`config.mk`:
```
export PLATFORM = sky130hd
export DESIGN_NAME = phys_reg_free_list
export DESIGN_NICKNAME = d
export VERILOG_FILES = /design/src/rtl/phys_reg_free_list.sv
export SDC_FILE = /design/constraint.sdc
export NUM_CORES = 1
export LEC_CHECK = 0
export CORE_ASPECT_RATIO = 1.25
export CORE_UTILIZATION = 29
export CTS_CLUSTER_SIZE = 20
export DETAILED_ROUTE_END_ITERATION = 8
export PLACE_DENSITY = 0.56
export SLEW_MARGIN = 20
export SYNTH_ARGS = -nofsm -noshare
export SYNTH_HDL_FRONTEND = slang
export SYNTH_SLANG_ARGS = --single-unit
```
`constraint.sdc`:
```
create_clock -name clk_i -period 6.33 [get_ports clk_i]
set_clock_uncertainty 0.1 [all_clocks]
set_input_delay 0.9495 -clock clk_i [delete_from_list [all_inputs] [get_ports clk_i]]
set_output_delay 0.9495 -clock clk_i [all_outputs]
set_load 0.05 [all_outputs]
```
`src/rtl/phys_reg_free_list.sv`:
```
`timescale 1ns/1ps
`default_nettype none
// ============================================================================
// Module   : phys_reg_free_list
// Purpose  : Free list of physical register indices shared by the two decode
//            lanes. Hands out up to two destination registers per cycle in
//            program order (lane 0 older) and takes back up to two registers
//            per cycle from retirement.
// Ports    : clk_i, rst_i                 - clock, sync active-high reset
//            alloc_req{0,1}_i             - lane wants a destination register
//            alloc_gnt{0,1}_o             - lane granted (combinational)
//            alloc_preg{0,1}_o            - register handed to the lane
//            free_vld{0,1}_i/free_preg*_i - register returned by retirement
//            count_o, empty_o             - registered occupancy
//            overflow_o                   - sticky: free arrived while full
// Revision : 1.0 - initial release
// ============================================================================
module phys_reg_free_list #(
    parameter int NUM_A_REGS = 32,
    parameter int NUM_P_REGS = 64,
    localparam int P_W   = $clog2(NUM_P_REGS),
    localparam int DEPTH = NUM_P_REGS - NUM_A_REGS,
    localparam int CNT_W = $clog2(DEPTH + 1)
) (
    input  logic             clk_i,
    input  logic             rst_i,
    input  logic             alloc_req0_i,
    input  logic             alloc_req1_i,
    output logic             alloc_gnt0_o,
    output logic             alloc_gnt1_o,
    output logic [P_W-1:0]   alloc_preg0_o,
    output logic [P_W-1:0]   alloc_preg1_o,
    input  logic             free_vld0_i,
    input  logic [P_W-1:0]   free_preg0_i,
    input  logic             free_vld1_i,
    input  logic [P_W-1:0]   free_preg1_i,
    output logic [CNT_W-1:0] count_o,
    output logic             empty_o,
    output logic             overflow_o
);

    localparam int                 c_ptr_w     = (DEPTH > 1) ? $clog2(DEPTH) : 1;
    localparam logic [c_ptr_w:0]   c_depth_ptr = (c_ptr_w + 1)'(DEPTH);
    localparam logic [CNT_W:0]     c_depth_cnt = (CNT_W + 1)'(DEPTH);

    logic [P_W-1:0]     r_mem [DEPTH];
    logic [c_ptr_w-1:0] r_head;
    logic [c_ptr_w-1:0] r_tail;
    logic [CNT_W-1:0]   r_count;
    logic               r_empty;
    logic               r_overflow;

    logic               w_have1;
    logic               w_have2;
    logic               w_gnt0;
    logic               w_gnt1;
    logic [1:0]         w_num_gnt;
    logic [c_ptr_w-1:0] w_head1;
    logic [CNT_W:0]     w_room0;
    logic [CNT_W:0]     w_room1;
    logic               w_acc0;
    logic               w_acc1;
    logic [1:0]         w_num_free;
    logic [c_ptr_w-1:0] w_wr1_ptr;
    logic [CNT_W-1:0]   w_count_nxt;
    logic               w_ovf_evt;

    // Pointer advance modulo DEPTH (DEPTH need not be a power of two).
    function automatic logic [c_ptr_w-1:0] ptr_add(input logic [c_ptr_w-1:0] ptr,
                                                   input logic [1:0]         inc);
        logic [c_ptr_w:0] sum;
        sum = {1'b0, ptr} + (c_ptr_w + 1)'(inc);
        if (sum >= c_depth_ptr) begin
            sum = sum - c_depth_ptr;
        end
        return sum[c_ptr_w-1:0];
    endfunction

    // ------------------------------------------------------------------
    // Grants: decided only from the registered count, so a register freed
    // this cycle cannot be handed out until the next one. Lane 1 needs two
    // entries when lane 0 is also asking, which keeps grants in order.
    // ------------------------------------------------------------------
    always_comb begin
        w_have1   = (r_count != '0);
        w_have2   = (r_count > CNT_W'(1));
        w_gnt0    = ~rst_i & alloc_req0_i & w_have1;
        w_gnt1    = ~rst_i & alloc_req1_i & (alloc_req0_i ? w_have2 : w_have1);
        w_num_gnt = {1'b0, w_gnt0} + {1'b0, w_gnt1};
        w_head1   = ptr_add(r_head, 2'd1);
    end

    assign alloc_gnt0_o  = w_gnt0;
    assign alloc_gnt1_o  = w_gnt1;
    assign alloc_preg0_o = r_mem[r_head];
    assign alloc_preg1_o = alloc_req0_i ? r_mem[w_head1] : r_mem[r_head];

    // ------------------------------------------------------------------
    // Frees: room is measured after this cycle's grants, and lane 0 is
    // considered before lane 1 so a single slot goes to the older free.
    // ------------------------------------------------------------------
    always_comb begin
        w_room0     = {1'b0, r_count} - (CNT_W + 1)'(w_num_gnt);
        w_acc0      = free_vld0_i & (w_room0 < c_depth_cnt);
        w_room1     = w_room0 + (CNT_W + 1)'(w_acc0);
        w_acc1      = free_vld1_i & (w_room1 < c_depth_cnt);
        w_num_free  = {1'b0, w_acc0} + {1'b0, w_acc1};
        w_wr1_ptr   = w_acc0 ? ptr_add(r_tail, 2'd1) : r_tail;
        w_count_nxt = r_count - CNT_W'(w_num_gnt) + CNT_W'(w_num_free);
        w_ovf_evt   = (free_vld0_i & ~w_acc0) | (free_vld1_i & ~w_acc1);
    end

    // Storage: each entry reloads its identity mapping on reset.
    generate
        for (genvar gi = 0; gi < DEPTH; gi++) begin : g_mem
            always_ff @(posedge clk_i) begin
                if (rst_i) begin
                    r_mem[gi] <= P_W'(NUM_A_REGS + gi);
                end else if (w_acc0 && (r_tail == c_ptr_w'(gi))) begin
                    r_mem[gi] <= free_preg0_i;
                end else if (w_acc1 && (w_wr1_ptr == c_ptr_w'(gi))) begin
                    r_mem[gi] <= free_preg1_i;
                end
            end
        end
    endgenerate

    always_ff @(posedge clk_i) begin
        if (rst_i) begin
            r_head     <= '0;
            r_tail     <= '0;
            r_count    <= CNT_W'(DEPTH);
            r_empty    <= (DEPTH == 0);
            r_overflow <= 1'b0;
        end else begin
            r_head  <= ptr_add(r_head, w_num_gnt);
            r_tail  <= ptr_add(r_tail, w_num_free);
            r_count <= w_count_nxt;
            r_empty <= (w_count_nxt == '0);
            if (w_ovf_evt) begin
                r_overflow <= 1'b1;
            end
        end
    end

    assign count_o    = r_count;
    assign empty_o    = r_empty;
    assign overflow_o = r_overflow;

endmodule
`default_nettype wire

```
==> results of run 1 <==
==> critical path, stage by stage <==
cell             delay (ps)
clkdlybuf4s50_1         620
nand2_1                 160
a21oi_1                  80
a2111oi_4               350
ha_1                    340
ha_1                    210
inv_1                    80
fa_1                    210
nand2_1                 150
and2_1                  210
nand4b_1                200
or2_2                   320
inv_1                   100
ha_1                    160
inv_1                    50
ha_1                    260
inv_1                    40
ha_1                    200
fa_1                    450
a21oi_1                 160
nor2_1                   70
nor2_1                  130
xnor2_1                 160
nand3_1                 110
nor3b_1                 200
==> power by group <==
group / total, uW / leakage (uW) / switching, uW / internal (uW)
registers: 1670 / 0.00173 / 83.1 / 1580
logic: 2190 / 0.00265 / 1410 / 779
clock network: 1440 / 0.000391 / 597 / 846
total: 5300 / 0.00478 / 2090 / 3210
==> cell usage in the layout, fill, tap and decap left out, types with 5 or more instances in the layout <==
master | Yosys | layout
edfxtp_1 | 192 | 192
nand2_1 | 97 | 97
mux2i_1 | 88 | 88
a22oi_1 | 70 | 70
buf_4 | 1 | 63
mux4_2 | 60 | 60
nor2_1 | 52 | 50
a21oi_1 | 44 | 44
o22ai_1 | 42 | 42
clkdlybuf4s50_1 | 0 | 38
a32o_1 | 35 | 35
o21ai_0 | 33 | 33
nand3_1 | 32 | 32
inv_1 | 27 | 27
a31oi_1 | 27 | 27
ha_1 | 28 | 27
clkbuf_16 | 0 | 25
a32oi_1 | 22 | 22
and2_1 | 19 | 19
nor2b_1 | 19 | 19
a2bb2oi_1 | 17 | 17
dfxtp_1 | 18 | 17
o2111ai_1 | 16 | 16
o32a_1 | 15 | 15
nand4_1 | 12 | 12
nor3_1 | 14 | 12
and3_1 | 12 | 12
o21a_1 | 12 | 12
xor2_1 | 9 | 9
a221o_1 | 9 | 9
nand2b_1 | 8 | 8
o211a_1 | 7 | 7
o22a_1 | 7 | 7
xnor2_1 | 6 | 6
or2_2 | 5 | 5
or3_1 | 5 | 5
clkinv_2 | 0 | 5
==> cell type report <==
class / count / area share [%]
clock buffers: 29 / 3.97
multi-input cells: 890 / 46.0
inverters: 29 / 0.675
clock inverters: 14 / 0.970
repair buffers: 103 / 5.45
well taps: 637 / 4.94
flip-flops and latches: 210 / 38.0
==> kinds of logic (layout without fill, tap and decap cells) <==
kind of cell	count (synthesis)	in the layout	share of synthesized area (%)
muxes	150	150	16.0
and+or+nand+nor	298	298	10.6
xor gates and xnor gates	15	15	0.932
AOI/OAI and AO/OA	396	396	21.7
DFF	210	210	43.5
buffers and inverters	149	175	4.41
adders and majority gates	31	31	2.91
==> per-stage QoR <==
stage	utilization, %	cells	instance area [um2]
after global placement	32.2	1869	15300
after global routing	33.9	1912	16100
after detailed placement	32.2	1869	15300
final	33.9	1912	16100
after CTS	33.9	1912	16100
after floorplan	-	1249	14100
==> registers in the layout, summed over array words and instances, names as in the netlist <==
name and count:
count_o 6, empty_o 1, overflow_o 1, r_head 5, r_mem 192, r_tail 5
==> routing by layer <==
layer | part of all wire, % | global-route usage, % | vias to the layer above
met3 | 9.6 | 3.49 | 195
met1 | 37 | 28.5 | 6045
li1 | - | - | 5093
met2 | 46 | 36.7 | 904
met5 | 0 | 0 | -
met4 | 7.5 | 14.5 | 0
==> worst min-delay path by stage <==
stage / end / slack [ps] / cells after the start
6_report: overflow_o$_SDFFE_PP0P_ / 370 / 2
5_1_grt: overflow_o$_SDFFE_PP0P_ / 400 / 2
4_1_cts: overflow_o$_SDFFE_PP0P_ / 370 / 2
3_5_place_dp: overflow_o$_SDFFE_PP0P_ / 350 / 2
3_3_place_gp: overflow_o$_SDFFE_PP0P_ / 340 / 2
2_1_floorplan: r_head[0]$_SDFF_PP0_ / 480 / 2
==> flow_summary.ini, run 1 <==
[placed_design]
routabilityCongestion = 1.02
number_of_port_buffers = 39
hpwlAfterDp_mm = 43.2
detailedPlace.worstSlack_ps = 268

[synth]
synthesis.area_per_instance_um2 = 11.3
ys_async_sr_fraction_pct = 0
synth.most_common_cell = edfxtp_1
yosys_warnings = 0
dominantRegCellSynth = edfxtp_1
syn_nets = 1298
synthDominantCellAreaShare_pct = 40.9
ys_seq_elements = 210
edff_count_synth = 192
synth_area_leaders = edfxtp_1, mux4_2, mux2i_1, a22oi_1, nand2_1
synth-seq-area-share_pct = 43.5
post_syn_instances = 1249
synth_largest_area_cell = edfxtp_1
synth.lib_cells_used.distinct = 79
synth_common_cells = edfxtp_1, nand2_1, mux2i_1
syn-cell-area_mm2 = 0.0141

[job]
cap_violations = 0

[setup_path]
rr_worst_depth = 26
crit_required_ps = 6690
setup.worst_path.start_class = input pin
timing.rr.start = count_o[2]$_SDFF_PP0_
reg2reg_slack_ps = 800
path_class = input pin to flop
crit_path_max_fanout = 5
timing.critical_path.to = empty_o$_SDFF_PP0_
worst_setup_path_start = alloc_req0_i
cp-end-kind = flop
timing.critical_path.arrival_ps = 5990
worst_r2r_endpoint = empty_o$_SDFF_PP0_

[grt]
overflow = 0
number_of_global_route_vias_before_repair = 11798
grt_util_all_layers_pct = 22.9
grt_first_pass_wirelength_mm = 82.3
grt_antenna_before_repair = 0
grt_start_max_net_pins = 100

[clocking]
clkSlewWorstSetupHoldPaths_ps = 60
cts_resized = 0
tritoncts.num_buffers = 25
tritoncts = yes
holdBufCountCts = 0
clk-insertion-delay-late_ps = 540
cts.sinks = 210
cts_max_path_buffers = 3
post_cts_buffers = 0
cts_root_buffer_type = clkbuf_16
htreeDepth = 1

[power]
power.density_mw_per_mm2 = 328
total_power_uw = 5300
static-leakage-power_uw = 0.00478
vdd_ir_drop_max_uv = 261

[cells_and_area]
multi_input_area_mm2 = 0.00742
fillerInstances = 4707
n_antenna_cell = 0
syn2layout_area_growth_pct = 14.4
drive_gt1_share_pct = 15.5
num-nets-final = 1308
seqCellArea_mm2 = 0.00613

[floorplanning]
io-pin-count = 40
core_area_mm2 = 0.0475
starting_density_pct = 29.6
die_w_um = 199
floorplan.die.height_um = 249
design.die.area_mm2 = 0.0495
row_cnt = 89

[timing]
hold_viol = 0
worst_slew_margin_rel_pct = 21.4
final.hold.worst_slack_ps = 365
min_period_ps = 5630
maximum_achievable_frequency_mhz = 178
setup_total_negative_slack_ps = 0
final-max-slew-violation-count = 0
post-route-worst-setup-slack_ps = 704
report.final.setup_viol = 0
grt_setup_unrepaired = no
tightest_slew_ps = 1180
final_min_period_over_clock_period_pct = 88.9

[route]
detail_route.drc_violations = 0
drt_iter0_markers = 1584
wl_mm = 57.2
antenna_violating_nets_post_route = 0
dr.pass1.iters = 6
drt-wirelength-per-cell_um = 29.9
vias_per_cell = 6.40
routed-via-count = 12237

[outcome]
outcome = complete, no violations

[worst_hold_path]
hold_class = flop to flop
hold_path_startpoint = overflow_o$_SDFFE_PP0P_
Note: power is estimated with default switching activity, not from simulation.
==> inputs of run 2 (changes only) <==
- CORE_ASPECT_RATIO: 1.25 -> default
- SETUP_SLACK_MARGIN: default -> 0.02
==> flow_summary.ini, run 2 (synthesized netlist as in run 1, its figures left out) <==
[outcome]
outcome = complete, no violations

[clocking]
tritoncts.num_buffers = 26
tritoncts = yes
cts.sinks = 210
clk-insertion-delay-late_ps = 540
htreeDepth = 1
cts_max_path_buffers = 3
cts_root_buffer_type = clkbuf_16
clkSlewWorstSetupHoldPaths_ps = 60
post_cts_buffers = 0
holdBufCountCts = 0
cts_resized = 0

[placed_design]
hpwlAfterDp_mm = 42.1
routabilityCongestion = 0.973
number_of_port_buffers = 39
placedCellCount = 1847

[route]
vias_per_cell = 6.51
drt_iter0_markers = 1607
drt-wirelength-per-cell_um = 30.1
dr.pass1.iters = 6
wl_mm = 57.0
antenna_violating_nets_post_route = 0
routed-via-count = 12340
detail_route.drc_violations = 0

[floorplanning]
floorplan.die.height_um = 222
io-pin-count = 40
design.die.area_mm2 = 0.0495
starting_density_pct = 29.5
row_cnt = 80
core_area_mm2 = 0.0478
die_w_um = 222

[timing]
final_min_period_over_clock_period_pct = 89.7
maximum_achievable_frequency_mhz = 176
min_period_ps = 5680
final-max-slew-violation-count = 0
worst_slew_margin_rel_pct = 22.1
setup_total_negative_slack_ps = 0
tightest_slew_ps = 1160
report.final.setup_viol = 0
hold_viol = 0
grt_setup_unrepaired = no

[job]
cap_violations = 0

[cells_and_area]
layout_common_cells = edfxtp_1, nand2_1, mux2i_1, a22oi_1, buf_4
stdcell_count = 1895
num-nets-final = 1309
n_antenna_cell = 0
fillerInstances = 4796
syn2layout_area_growth_pct = 14.5
final_common_cell = edfxtp_1
largest_reg_flops = 192
drive_gt1_share_pct = 15.3
largest_register = r_mem

[setup_path]
crit_path_max_fanout = 12
path_class = input pin to flop
crit_required_ps = 6690
cp-end-kind = flop
setup.worst_path.start_class = input pin
timing.critical_path.arrival_ps = 6040

[power]
power_switching_share_pct = 39.3
vdd_ir_drop_max_uv = 231
power_report.internal_total_uw = 3240
comb_power_share_pct = 40.4
power.density_mw_per_mm2 = 331
static-leakage-power_uw = 0.00479
seq_power_share_pct = 31.6
power_switching_uw = 2100
power.share.clock_pct = 28.0

[grt]
grt_first_pass_wirelength_mm = 82.3
overflow = 0
number_of_global_route_vias_before_repair = 11946
grt_antenna_before_repair = 2
grt_util_all_layers_pct = 22.6
grt_start_max_net_pins = 114

[worst_hold_path]
hold_class = flop to flop
[run 2: worst max-delay path: stages]
cell             delay, ps
clkdlybuf4s50_1        730
inv_1                  160
a2111oi_4              340
ha_1                   340
ha_1                   220
inv_1                   80
fa_1                   210
nand2_1                160
and2_1                 210
nand4b_1               200
or2_2                  310
inv_1                   80
buf_4                  210
ha_1                   270
xor2_1                 270
ha_1                   290
a21o_1                 170
a21oi_1                210
o21bai_1                80
a21oi_1                190
xnor2_1                160
nor3b_1                190
[run 2: cell type report]
class | count | area [um2] | area share, %
Timing Repair Buffer | 103 | 878 | 5.44
Multi-Input combinational cell | 890 | 7410 | 45.9
Sequential cell | 210 | 6130 | 38.0
Clock buffer | 30 | 666 | 4.12
Clock inverter | 18 | 174 | 1.08
Inverter | 29 | 109 | 0.674
Tap cell | 615 | 769 | 4.77
[run 2: path summary, 6_finish.rpt]
kind / start / to / slack [ps] / cells after the start
setup / recovery: alloc_req0_i / empty_o$_SDFF_PP0_ / 650 / 22
hold / removal: overflow_o$_SDFFE_PP0P_ / overflow_o$_SDFFE_PP0P_ / 340 / 2
setup reg to reg: count_o[2]$_SDFF_PP0_ / empty_o$_SDFF_PP0_ / 740 / 24
hold reg to reg: overflow_o$_SDFFE_PP0P_ / overflow_o$_SDFFE_PP0P_ / 340 / 2
[run 2: power by group through the flow]
stage	clock, uW	sequential, uW	combinational (uW)
final	1500	1680	2160
after global routing	1550	1690	2280
after CTS	1500	1680	2120
after detailed placement	0	1710	2120
after global placement	0	1710	2100
after floorplan	0	1710	1440
[run 2: routing by layer]
layer  track usage, %  share of wire [%]
met4             10.7                5.4
met1             30.4                 40
met5                0              0.040
met2             34.7                 44
met3             4.48                 11
[run 2: through the flow]
stage | cell area [um2] | setup slack (ps) | hold WS (ps) | total power, uW | util, %
after global placement | 15300 | 344 | 338 | 3810 | 32.0
after floorplan | 14100 | 36.9 | 483 | 3150 | -
after detailed placement | 15300 | 174 | 350 | 3830 | 32.0
after CTS | 16100 | 700 | 354 | 5310 | 33.7
after global routing | 16100 | 296 | 381 | 5520 | 33.7
final | 16100 | 651 | 345 | 5340 | 33.7
